### config.mk
export PLATFORM = sky130hd
export DESIGN_NAME = alu_issue_sequencer
export DESIGN_NICKNAME = d
export VERILOG_FILES = /design/src/rtl/alu_issue_sequencer.sv
export SDC_FILE = /design/constraint.sdc
export NUM_CORES = 1
export LEC_CHECK = 0
export CORE_MARGIN = 10
export CORE_UTILIZATION = 53
export CTS_BUF_LIST = sky130_fd_sc_hd__clkbuf_2
export DETAILED_ROUTE_END_ITERATION = 10
export GPL_ROUTABILITY_DRIVEN = 0
export PLACE_DENSITY = 0.83
export SLEW_MARGIN = 30
export SYNTH_ARGS = -nofsm -noshare
export SYNTH_HDL_FRONTEND = slang
export SYNTH_SLANG_ARGS = --single-unit
### constraint.sdc
create_clock -name clk -period 1.7 [get_ports clk]
set_input_delay 0.255 -clock clk [delete_from_list [all_inputs] [get_ports clk]]
set_output_delay 0.255 -clock clk [all_outputs]
set_load 0.005 [all_outputs]
### src/rtl/alu_issue_sequencer.sv
// alu_issue_sequencer: issues regfile operands to a combinational ALU and writes results back; SEQ_DIV_ZERO_TRAP_EN adds a divide-by-zero trap
module alu_issue_sequencer (
  input  logic       clk,
  input  logic       rst_n,
  input  logic       instr_valid,
  output logic       instr_ready,
  input  logic [8:0] instr,
  input  logic       ld_valid,
  input  logic [1:0] ld_addr,
  input  logic [7:0] ld_data,
  output logic [2:0] alu_op,
  output logic [7:0] alu_a,
  output logic [7:0] alu_b,
  input  logic [7:0] alu_result,
  input  logic       alu_carry,
  output logic       done,
  output logic [7:0] wb_data,
  output logic       carry_flag,
`ifdef SEQ_DIV_ZERO_TRAP_EN
  output logic       div_err,
`endif
  input  logic [1:0] rd_addr,
  output logic [7:0] rd_data
);
  typedef enum logic [1:0] {IDLE, EXEC, WB} state_t;
  state_t     state_q, state_d;
  logic [7:0] regs_q [4];
  logic [7:0] regs_d [4];
  logic [2:0] op_q, op_d;
  logic [7:0] a_q, a_d, b_q, b_d, res_q, res_d;
  logic [1:0] rd_q, rd_d;
  logic       cy_q, cy_d, carry_q, carry_d, div_err_q, div_err_d, trap;
  assign alu_op     = op_q;
  assign alu_a      = a_q;
  assign alu_b      = b_q;
  assign wb_data    = res_q;
  assign carry_flag = carry_q;
  assign rd_data    = regs_q[rd_addr];
`ifdef SEQ_DIV_ZERO_TRAP_EN
  assign div_err    = div_err_q;
  assign trap       = op_q == 3'b110 && b_q == 8'h00;
`else
  assign trap       = 1'b0;
`endif
  // next-state, operand latching, result sampling and regfile write (writeback overrides a same-register load)
  always_comb begin
    state_d     = state_q;
    op_d        = op_q;
    a_d         = a_q;
    b_d         = b_q;
    rd_d        = rd_q;
    res_d       = res_q;
    cy_d        = cy_q;
    carry_d     = carry_q;
    div_err_d   = div_err_q;
    regs_d      = regs_q;
    instr_ready = 1'b0;
    done        = 1'b0;
    case (state_q)
      IDLE: begin
        instr_ready = 1'b1;
        if (instr_valid) begin
          op_d    = instr[8:6];
          rd_d    = instr[5:4];
          a_d     = regs_q[instr[3:2]];
          b_d     = regs_q[instr[1:0]];
          state_d = EXEC;
        end
      end
      EXEC: begin
        res_d   = alu_result;
        cy_d    = alu_carry;
        state_d = WB;
      end
      WB: begin
        done    = 1'b1;
        state_d = IDLE;
      end
      default: state_d = IDLE;
    endcase
    if (ld_valid) regs_d[ld_addr] = ld_data;
    if (done && !trap) begin
      regs_d[rd_q] = res_q;
      carry_d      = cy_q;
    end
    div_err_d = div_err_q | (done & trap);
  end
  // state and datapath registers
  always_ff @(posedge clk or negedge rst_n) begin
    if (!rst_n) begin
      state_q   <= IDLE;
      op_q      <= '0;
      a_q       <= '0;
      b_q       <= '0;
      rd_q      <= '0;
      res_q     <= '0;
      cy_q      <= 1'b0;
      carry_q   <= 1'b0;
      div_err_q <= 1'b0;
      for (int i = 0; i < 4; i++) regs_q[i] <= '0;
    end else begin
      state_q   <= state_d;
      op_q      <= op_d;
      a_q       <= a_d;
      b_q       <= b_d;
      rd_q      <= rd_d;
      res_q     <= res_d;
      cy_q      <= cy_d;
      carry_q   <= carry_d;
      div_err_q <= div_err_d;
      regs_q    <= regs_d;
    end
  end
endmodule
**Word level (Yosys, flattened, before mapping)**

Cells that the tools add are included.

- Flip-flop bits (word level): 65
- Output and inout bits: 38
- Word-level logic and storage cells: 52

- Order comparisons: 7
- Equal/unequal tests: 3
- Mux-type cells: 21
- Bitwise operators: 5
- Reduce and logical (&&, ||, !) cells: 4

Operators with widths:

| operator | count |
|---|---|
| 32-bit bitwise mux | 2 |
| 32-bit 2-to-1 mux | 2 |
| 8-bit 2-to-1 mux | 8 |
| 8-bit binary-select mux with 2-bit select | 3 |
| 8-bit demux with 2-bit select | 2 |
| 3-bit greater-or-equal comparator, second input constant | 5 |
| 2-bit inverter with 3-bit output | 5 |
| 3-bit by 1-bit less-than comparator with 1-bit output, second input constant | 2 |
| 2-bit one-hot mux with 2 select lines | 1 |
| 2-bit by 1-bit equality test with 1-bit output, second input constant | 1 |
| 2-bit equality test, second input constant | 1 |
| 1-bit logical AND | 2 |
| 2-bit logical NOT | 1 |
| 1-bit 2-to-1 mux | 2 |
| 2-bit 2-to-1 mux | 1 |
| 2-bit != test, second input constant | 1 |
| 2-bit AND reduction | 1 |

**Longest topological paths before layout**

Gate-level depths: netlist of the first run.

- Depth after elaboration: 9
- Gate-level depth with buffers: 4
- Depth with buffers taken out: 3

**Least setup slack after synthesis of the first run**

No wires, ideal clock.

- Path kind: register to register
- Start point: register state_q[0]
- End point: register op_q[2], in the netlist alu_op[2]
- Arrival: 1.162 ns
- Setup slack: 0.411 ns
- Cell stages (with the launch flop): 5
- Buffers on the path: 1
- Cell sequence: dfrtp_1 -> nor2_2 -> nand2_1 -> buf_4 -> mux2_1

- Longest elaborated chain between the ends: 2

RTL lines:

| what | line | RTL |
|---|---|---|
| from (decl) | 26 | `state_t state_q, state_d;` |
| from (signal assigned) | 102 | `state_q <= state_d;` |
| 2-bit logical NOT | 59 | `case (state_q)` |
| 2-bit AND reduction (no line) | - |  |
| to (signal assigned) | 103 | `op_q <= op_d;` |
| to (decl) | 29 | `logic [2:0] op_q, op_d;` |

Every way passes these cells.
A chain may end at the register's enable or synchronous reset.

**Worst setup path after layout of the first run**

- Start point: register regs_q[2] (netlist bit)
- End point: output rd_data[2]

- Longest elaborated chain between the ends: 3

RTL lines:

| what | line | RTL |
|---|---|---|
| from (decl) | 27 | `logic [7:0] regs_q [4];` |
| from (signal assigned) | 111 | `regs_q <= regs_d;` |
| 8-bit binary-select mux with 2-bit select | 38 | `assign rd_data = regs_q[rd_addr];` |
| 8-bit 2-to-1 mux (implied by the code) (2 in a row) | 38 |  |
| to (decl) | 23 | `output logic [7:0] rd_data` |

Every way passes these cells. The select of a mux whose other input is x is not followed.

==> results of run 1 <==
## sequential cells by signal, summed over array words and instances (netlist names)
name,count
alu_b,8
regs_q,32
rd_q,2
alu_a,8
cy_q,1
alu_op,3
carry_flag,1
wb_data,8
state_q,2
## metrics by stage
| stage | instance area (sq um) | cells | setup WS [ns] | setup TNS [ns] | util (%) |
|---|---|---|---|---|---|
| after floorplan | 3340 | 245 | 0.411 | 0 | - |
| after global placement | 4420 | 412 | -0.453 | -4.82 | 73.3 |
| after detailed placement | 4420 | 412 | -0.469 | -5.21 | 73.3 |
| after CTS | 4700 | 450 | -0.128 | -0.862 | 77.9 |
| after global routing | 4830 | 460 | -0.206 | -1.44 | 80.2 |
| final | 4830 | 460 | -0.125 | -0.804 | 80.2 |
## cell usage in the layout (no fill, tap or decap)
cell	count
nor4b_4	1
clkinv_2	1
mux2i_1	32
bufinv_16	2
nand3b_1	2
nand2_1	25
mux4_2	24
dlymetal6s2s_1	17
a21oi_1	8
clkinv_1	1
o21ai_1	2
clkbuf_2	11
o21ai_0	22
nor2_4	1
dlygate4sd3_1	1
mux2_2	29
nor2b_4	1
or3b_1	1
dfrtp_2	7
nand3_1	1
buf_4	59
dfrtp_1	58
clkdlybuf4s15_1	2
nor2_1	8
and4bb_2	2
buf_12	10
buf_6	1
mux2_1	2
inv_1	1
nor2b_1	1
dlygate4sd2_1	2
clkdlybuf4s50_1	41
buf_2	8
nand4b_1	1
## final cells by class
cell class	count	area, sq um	share of cell area (%)
Clock buffer	11	55.1	1.14
Clock inverter	4	68.8	1.42
Inverter	1	3.75	0.0777
Multi-Input combinational cell	163	1610	33.3
Sequential cell	65	1640	33.8
Tap cell	75	93.8	1.94
Timing Repair Buffer	141	1370	28.2
## worst paths after layout
path,startpoint,cells past startpoint,slack [ns],endpoint
max,regs_q[2],2,-0.13,rd_data[2]
min,rst_n,2,0.24,cy_q
max reg2reg,state_q[0],5,0.05,regs_q[18]
min reg2reg,alu_op[2],1,0.52,alu_op[2]
max in group asynchronous,rst_n,3,0.92,regs_q[16]
min in group clk,instr[5],2,0.34,rd_q[1]
## metal layers
layer	vias up	track usage [%]	share of wire, %
met4	0	8.38	2.3
met2	142	29.7	49
li1	1196	-	-
met5	-	0	0
met1	1313	23.1	39
met3	21	5.67	10
## worst register-to-register path, delay by kind of cell, from the launching register on
kind	cells	cell delay, ns
AOI/OAI and AO/OA	1	0.11
buffers and inverters	2	0.30
DFF	1	0.51
and+or+nand+nor	2	0.64
## where the power goes
| part | switching (mW) | internal [mW] | leakage (nW) |
|---|---|---|---|
| logic | 1.26 | 2.10 | 1.51 |
| clock network | 0.542 | 0.485 | 0.0794 |
| registers | 0.419 | 2.21 | 0.756 |
## repair_timing
action / CTS / global route
setup endpoints to repair: 18 / 30
setup buffers: 22 / 10
hold buffers: 1 / 0
hold endpoints to repair: 17 / 0
gates cloned: 0 / 0
resized for setup: 44 / 22
## kinds of logic after synthesis
family | Yosys count
compound gates | 32
buf+inv | 17
flops | 65
mux | 87
simple gates | 44
## cells in the mapped netlist (all sizes together)
cell type   n
nor4b       1
inv         1
nand3b      2
nand4b      1
mux2       31
mux4       24
or3b        1
nand3       1
dfrtp      65
buf        16
mux2i      32
a21oi       8
nor2        9
nand2      25
o21ai      24
nor2b       2
and4bb      2
==> flow_summary.json, run 1 <==
{
  "global_route.overflow_total": 0,
  "worst-endpoint-arrival_ns": 1.57,
  "netlist-cell-type-count": 22,
  "grt_start_max_net_pins": 29,
  "slowest_stage": "mux4_2",
  "worst_path_dominant_cell_family": "multiplexers",
  "antenna_cells": 0,
  "syn_to_final_growth_pct": 44.7,
  "achievable-frequency_mhz": 548,
  "outcome": "complete, but fails checks",
  "io_pins": 72,
  "synth_area_sq_mm": 0.00334,
  "post-route-min-period_ns": 1.83,
  "ctsHtreeMaxLevel": 3,
  "hp-class": "in -> async",
  "place_hpwl_mm": 6.71,
  "worst-slew-pin-transition_ns": 0.479,
  "max_stage_delay_ns": 0.49,
  "finalClockSkew_ns": 0.0257,
  "final_net_count": 415,
  "initial_utilization_pct": 55.4,
  "syn-instance-count": 245,
  "seq_area_frac_synth_pct": 48.7,
  "synthXorXnorAreaFrac_pct": 0,
  "final.hold.worst_slack_ns": 0.235,
  "pwr_per_cell_area_mw_per_mm2": 1450,
  "wl_mm": 9.37,
  "hold_viol_final": 0,
  "synth_largest_area_cell": "dfrtp_1",
  "synth_top_family_by_area": "multiplexers",
  "synthesis.area_per_instance_sq_um": 13.6,
  "firstDrtPassIters": 5,
  "design.core.area_sq_mm": 0.00603,
  "yosys-mux-area-fraction_pct": 36.2,
  "cp-end-kind": "output pin",
  "filler_cell_count": 335,
  "clock_pin_slew_reported_for_the_worst_setup_and_hold_paths_after_clock_tree_synthesis_ns": 0.18,
  "critPathKind": "reg -> out",
  "rsz0062_at_grt": "yes",
  "synth_simple_gate_area_share_pct": 6.86,
  "mapped_nets": 279,
  "via_per_inst": 5.81,
  "die_h_um": 99.4,
  "routed-via-count": 2672,
  "fin_total_pwr_mw": 7.01,
  "min_period_over_period_pct": 107,
  "leakagePower_nw": 2.35,
  "port-buffer-count": 71,
  "clock_tree.root_cell": "clkbuf_2",
  "fin_ws_ns": -0.125,
  "number_of_global_route_vias_before_repair": 2786,
  "first_pass_grt_wire_length_mm": 14.8,
  "cp_num_buf_inv": 1,
  "crit_path_start_kind": "flip-flop",
  "critical_path.cell_chain": "mux4_2 -> buf_2",
  "post_synth_fa_ha_maj_area_fraction_pct": 0,
  "core.rowCount": 28,
  "synthTopCellsByArea": "dfrtp_1, mux4_2, mux2_2",
  "synth_compound_gate_area_share_pct": 4.80,
  "timing_max_transition_violations_final": 0,
  "yosys_warnings": 0,
  "cts_tree": "yes",
  "drcViolationCount": 0,
  "cts_inserted_buffers": 9,
  "max-vdd-ir-drop_mv": 0.917,
  "required_ns": 1.44,
  "setup_viol": 8,
  "slew_headroom_pct": 68.1,
  "average_wire_length_per_cell_after_detail_routing_um": 20.4,
  "fp.dieArea_sq_mm": 0.00988,
  "maxCapViolCount": 0,
  "antenna_found_initial": 0,
  "layout-drive-gt1-share_pct": 40.8,
  "antenna_violating_nets_post_route": 0,
  "clock_path_buffers": 2,
  "yosys_register_bits": 65,
  "critical_path.max_fanout": 2,
  "clk_latency_ns": 0.50,
  "die_x_um": 99.4,
  "violations_in_the_final_reports": "setup timing",
  "synthDominantCellAreaShare_pct": 48.7,
  "clock-sinks": 65,
  "detailedRoute.firstIterationViolations": 275,
  "grtUsageTotal_pct": 18.8
}
No activity file was read; power rests on OpenSTA's default activity.
==> run 2: changes to the inputs <==
==> constraint.sdc (replaced) <==
create_clock -name clk -period 1.7 [get_ports clk]
set_input_delay 0.255 -clock clk [delete_from_list [all_inputs] [get_ports clk]]
set_output_delay 0.255 -clock clk [all_outputs]
set_load 0.1 [all_outputs]
==> run 2 against run 1 <==
Effect of this change:
- the run still ends with setup timing left
- sequential power rose by 14%
- die area did not move
- combinational power rose by 110%
- hold slack got worse by 0.068 ns
- register-to-register slack improved by 0.18 ns
- clock power fell by 27%
- worst setup slack got worse by 0.13 ns
- largest power group unchanged
==> flow_summary.json, run 2 (same netlist as run 1, synthesis figures left out) <==
{
  "mostFrequentLayoutCells": "dfrtp_1, buf_12, buf_4, mux2i_1, clkdlybuf4s50_1",
  "pwr_per_cell_area_mw_per_mm2": 2160,
  "place_worst_setup_slack_ns": -0.223,
  "worst_path_dominant_cell_family": "multiplexers",
  "fp.dieArea_sq_mm": 0.00988,
  "leakagePower_nw": 2.24,
  "outcome": "complete, but fails checks",
  "max_stage_delay_ns": 0.54,
  "rsz0062_at_grt": "yes",
  "clock_pin_slew_reported_for_the_worst_setup_and_hold_paths_after_clock_tree_synthesis_ns": 0.19,
  "firstDrtPassIters": 5,
  "filler_cell_count": 324,
  "finalClockSkew_ns": 0.0250,
  "place_area_sq_mm": 0.00465,
  "final_common_cell": "dfrtp_1",
  "worst-slew-pin-transition_ns": 0.376,
  "cp_num_buf_inv": 1,
  "port-buffer-count": 71,
  "number_of_global_route_vias_before_repair": 2855,
  "clock-sinks": 65,
  "hold_viol_final": 0,
  "slowest_stage": "mux4_2",
  "wl_mm": 10.2,
  "fin_ws_ns": -0.258,
  "dp_cells": 391,
  "detailedRoute.firstIterationViolations": 356,
  "finish.instance_area_sq_mm": 0.00494,
  "clk_latency_ns": 0.49,
  "layout-drive-gt1-share_pct": 43.9,
  "antenna_cells": 0,
  "post-route-min-period_ns": 1.96,
  "clock_path_buffers": 2,
  "hp-class": "in -> async",
  "die_x_um": 99.4,
  "routed-via-count": 2733,
  "grtUsageTotal_pct": 20.0,
  "required_ns": 1.44,
  "final_net_count": 390,
  "initial_utilization_pct": 55.4,
  "reg2reg_setup_slack_ns": 0.23,
  "via_per_inst": 6.28,
  "largest_register_ffs": 32,
  "regMostFlops": "regs_q",
  "fin_total_pwr_mw": 10.7,
  "worst-endpoint-arrival_ns": 1.70,
  "setup_viol": 8,
  "first_pass_grt_wire_length_mm": 15.7,
  "average_wire_length_per_cell_after_detail_routing_um": 23.5,
  "final.hold.worst_slack_ns": 0.167,
  "design.core.area_sq_mm": 0.00603,
  "critPathKind": "reg -> out",
  "slew_headroom_pct": 74.9,
  "antenna_violating_nets_post_route": 0,
  "drcViolationCount": 0,
  "global_route.overflow_total": 0,
  "cp-end-kind": "output pin",
  "cts_inserted_buffers": 9,
  "ctsHtreeMaxLevel": 3,
  "max-vdd-ir-drop_mv": 1.74,
  "antenna_found_initial": 0,
  "timing_max_transition_violations_final": 0,
  "violations_in_the_final_reports": "setup timing",
  "place_hpwl_mm": 6.83,
  "maxCapViolCount": 0,
  "min_period_over_period_pct": 115,
  "core.rowCount": 28,
  "grt_start_max_net_pins": 52,
  "clock_tree.root_cell": "clkbuf_2",
  "cts_tree": "yes",
  "critical_path.max_fanout": 4,
  "achievable-frequency_mhz": 511,
  "die_h_um": 99.4,
  "stdcell_count": 435,
  "critical_path.cell_chain": "mux4_2 -> buf_12",
  "crit_path_start_kind": "flip-flop",
  "syn_to_final_growth_pct": 48.0,
  "io_pins": 72
}
## run 2: changes by cell type in the layout (fill, tap and decap cells not counted), sizes merged
cell	delta
dlymetal6s2s	-17
clkdlybuf4s50	-10
buf	+5
bufinv	-2
clkdlybuf4s15	-2
clkinv	+1
clkinvlp	+1
dlygate4sd2	-1
## run 2: repair_timing
action	in CTS	in global routing
endpoints found under the hold margin	26	0
gates resized for setup	1	0
hold buffers	1	0
buffers inserted	24	4
gates cloned	0	0
endpoints found under the setup margin	8	8
## run 2: path summary, 6_finish.rpt
kind / from / cells after the start / end
setup / recovery: regs_q[28] / 2 / rd_data[4]
hold / removal: rst_n / 2 / wb_data[1]
setup reg to reg: regs_q[4] / 3 / alu_b[4]
hold reg to reg: cy_q / 1 / cy_q
max in group asynchronous: rst_n / 3 / regs_q[11]
min in group clk: instr[8] / 2 / alu_op[2]
## run 2: final cells by class
type	instances	area, sq um	area share (%)
Clock buffer	11	55.1	1.11
Multi-Input combinational cell	163	1610	32.7
Inverter	1	3.75	0.0759
Tap cell	75	93.8	1.90
Timing Repair Buffer	116	1530	30.9
Sequential cell	65	1630	33.0
Clock inverter	4	21.3	0.430
## run 2: power breakdown
group,switching (mW),internal (mW),total [mW]
clock,0.564,0.187,0.752
combinational,4.08,2.86,6.94
sequential,0.778,2.20,2.98
## run 2: metal layers
layer / share of wire [%] / GRT usage (%)
met1: 36 / 23.1
met2: 51 / 32.5
met3: 9.7 / 6.23
met4: 3.6 / 10.4
met5: 0 / 0
## run 2: per-stage QoR
step | util, % | TNS [ns]
finish | 82.0 | -1.60
detailed placement | 77.1 | -3.14
global placement | 77.1 | -2.61
global route | 82.0 | -1.99
floorplan | - | -0.207
CTS | 81.5 | -1.62
==> run 3: changes to the inputs <==
--- a/config.mk
+++ b/config.mk
@@ -5,13 +5,13 @@
 export SDC_FILE = /design/constraint.sdc
 export NUM_CORES = 1
 export LEC_CHECK = 0
-export CORE_MARGIN = 10
+export CORE_MARGIN = 4
 export CORE_UTILIZATION = 53
 export CTS_BUF_LIST = sky130_fd_sc_hd__clkbuf_2
 export DETAILED_ROUTE_END_ITERATION = 10
 export GPL_ROUTABILITY_DRIVEN = 0
 export PLACE_DENSITY = 0.83
-export SLEW_MARGIN = 30
+export SLEW_MARGIN = 0
 export SYNTH_ARGS = -nofsm -noshare
 export SYNTH_HDL_FRONTEND = slang
 export SYNTH_SLANG_ARGS = --single-unit
==> run 3 against run 2 <==
Effect of this change:
- the run still ends with setup timing left
- wire length shrank 4.3%
- cell area grew 1.3%
- sequential power shrank 2%
- final cell count grew 1.8%
- utilization grew 1.1 points
- register-to-register slack lost 0.12 ns
- count of clock-buffer cells in the layout is the same
- non-clock buffer count grew 7
- global-route usage grew 5.4 points
- sequential cell count is the same
- via count grew 1.6%
- largest cell class unchanged
==> flow_summary.json, run 3 (same netlist as run 1, synthesis figures left out) <==
{
  "final_common_cell": "dfrtp_1",
  "total_negative_setup_slack_ns": -1.31,
  "power_frac_comb_pct": 65.2,
  "outcome": "complete, but fails checks",
  "antenna_violating_nets_post_route": 0,
  "worst-endpoint-arrival_ns": 1.63,
  "layout-drive-gt1-share_pct": 44.6,
  "critPathKind": "reg -> out",
  "critPathCapture": "rd_data[0]",
  "required_ns": 1.44,
  "reg2reg_depth": 4,
  "antenna_found_initial": 0,
  "timing_max_transition_violations_final": 0,
  "dp_cells": 391,
  "initial_utilization_pct": 55.4,
  "final.hold.worst_slack_ns": 0.202,
  "largest_register_ffs": 32,
  "finish.instance_area_sq_mm": 0.00501,
  "maxCapViolCount": 0,
  "die_h_um": 87.4,
  "core.rowCount": 28,
  "hp-class": "in -> async",
  "wl_mm": 9.77,
  "cts_inserted_buffers": 9,
  "mostFrequentLayoutCells": "dfrtp_1, buf_12, buf_4, mux2i_1, clkdlybuf4s50_1",
  "die_x_um": 87.4,
  "grt_start_max_net_pins": 52,
  "routed-via-count": 2776,
  "crit_path_start_kind": "flip-flop",
  "violations_in_the_final_reports": "setup timing",
  "place_hpwl_mm": 6.02,
  "internal_power_mw": 5.50,
  "regMostFlops": "regs_q",
  "ctsHtreeMaxLevel": 3,
  "crit_start": "regs_q[0]",
  "post-route-min-period_ns": 1.89,
  "worst_r2r_endpoint": "alu_a[5]",
  "global_route.overflow_total": 0,
  "cts_tree": "yes",
  "finalClockSkew_ns": 0.0282,
  "cp-end-kind": "output pin",
  "detailedRoute.firstIterationViolations": 438,
  "first_pass_grt_wire_length_mm": 14.5,
  "clk_latency_ns": 0.48,
  "fp.dieArea_sq_mm": 0.00763,
  "power_switching_mw": 5.44,
  "setup_viol": 8,
  "slew_headroom_pct": 75.9,
  "final_net_count": 397,
  "critical_path.max_fanout": 2,
  "clock_tree.root_cell": "clkbuf_2",
  "place_area_sq_mm": 0.00463,
  "clock_path_buffers": 2,
  "min_period_over_period_pct": 111,
  "filler_cell_count": 300,
  "clock-sinks": 65,
  "pwr-share-seq_pct": 26.8,
  "average_wire_length_per_cell_after_detail_routing_um": 22.1,
  "antenna_cells": 0,
  "footprint_of_the_multi_input_gates_sq_mm": 0.00161,
  "drcViolationCount": 0,
  "stdcell_count": 443,
  "via_per_inst": 6.27,
  "hold_viol_final": 0,
  "syn_to_final_growth_pct": 49.9,
  "clock_pin_slew_reported_for_the_worst_setup_and_hold_paths_after_clock_tree_synthesis_ns": 0.17,
  "fin_total_pwr_mw": 10.9,
  "reg2reg_setup_slack_ns": 0.11,
  "grtUsageTotal_pct": 25.4,
  "fin_ws_ns": -0.188,
  "clockPowerShare_pct": 8.0,
  "layout.area.seq_sq_mm": 0.00163,
  "port-buffer-count": 71,
  "switching_share_pct": 49.7,
  "leakagePower_nw": 2.28,
  "max-vdd-ir-drop_mv": 1.77,
  "number_of_global_route_vias_before_repair": 2828,
  "rsz0062_at_grt": "yes",
  "achievable-frequency_mhz": 530,
  "io_pins": 72,
  "reg2reg_from": "regs_q[5]",
  "design.core.area_sq_mm": 0.00603,
  "pwr_per_cell_area_mw_per_mm2": 2180,
  "firstDrtPassIters": 5,
  "worst-slew-pin-transition_ns": 0.361
}
[run 3: cell types whose count changed in the layout (fill, tap and decap cells not counted), sizes merged]
cell | previous run | this run
clkinvlp | 1 | 0
clkinv | 3 | 4
bufinv | 0 | 1
buf | 83 | 90
[run 3: power groups by stage]
stage                     registers (mW)  logic, mW  clock network [mW]
after global placement              3.00       6.13                   0
final                               2.93       7.13               0.878
after CTS                           2.88       6.94               0.879
after floorplan                     4.80       2.03                   0
after global routing                2.99       7.33               0.948
after detailed placement            3.09       6.24                   0
[run 3: worst min-delay path by stage]
stage                     start    endpoint  slack [ns]  cells past startpoint
final                     rst_n  wb_data[1]        0.20                      2
after floorplan           rst_n    alu_a[0]       -0.04                      0
after CTS                 rst_n  wb_data[1]        0.17                      2
after detailed placement  rst_n  wb_data[4]        0.18                      1
after global routing      rst_n  wb_data[4]        0.21                      2
after global placement    rst_n  wb_data[2]        0.18                      1
[run 3: final cells by class]
cell class | count | area share [%]
well taps | 75 | 1.87
inverters | 1 | 0.0750
flip-flops and latches | 65 | 32.5
clock inverters | 5 | 0.925
clock buffers | 11 | 1.10
repair buffers | 123 | 31.3
multi-input cells | 163 | 32.2
[run 3: layer usage]
metal | vias to the layer above | track usage, % | routed length [um]
met5 | - | 0 | 0
met4 | 0 | 11.7 | 347
met3 | 42 | 6.24 | 934
met2 | 197 | 40.3 | 4890
met1 | 1385 | 32.8 | 3600
li1 | 1152 | - | -
[run 3: stage by stage]
stage	utilization, %	setup slack, ns
finish	83.1	-0.188
global route	83.1	-0.251
CTS	82.5	-0.206
detailed placement	76.9	-0.216
global placement	76.9	-0.190
floorplan	-	-0.0248
[run 3: repair_timing]
action / CTS / global route
hold buffers: 1 / 0
pin swaps: 0 / 0
buffers inserted: 30 / 5
setup endpoints to repair: 8 / 8
hold endpoints to repair: 23 / 0
gates resized for setup: 1 / 0
[run 3: worst max-delay path, stage by stage (launching register included)]
cell	delay (ns)
dfrtp_1	0.45
mux4_2	0.53
buf_12	0.19
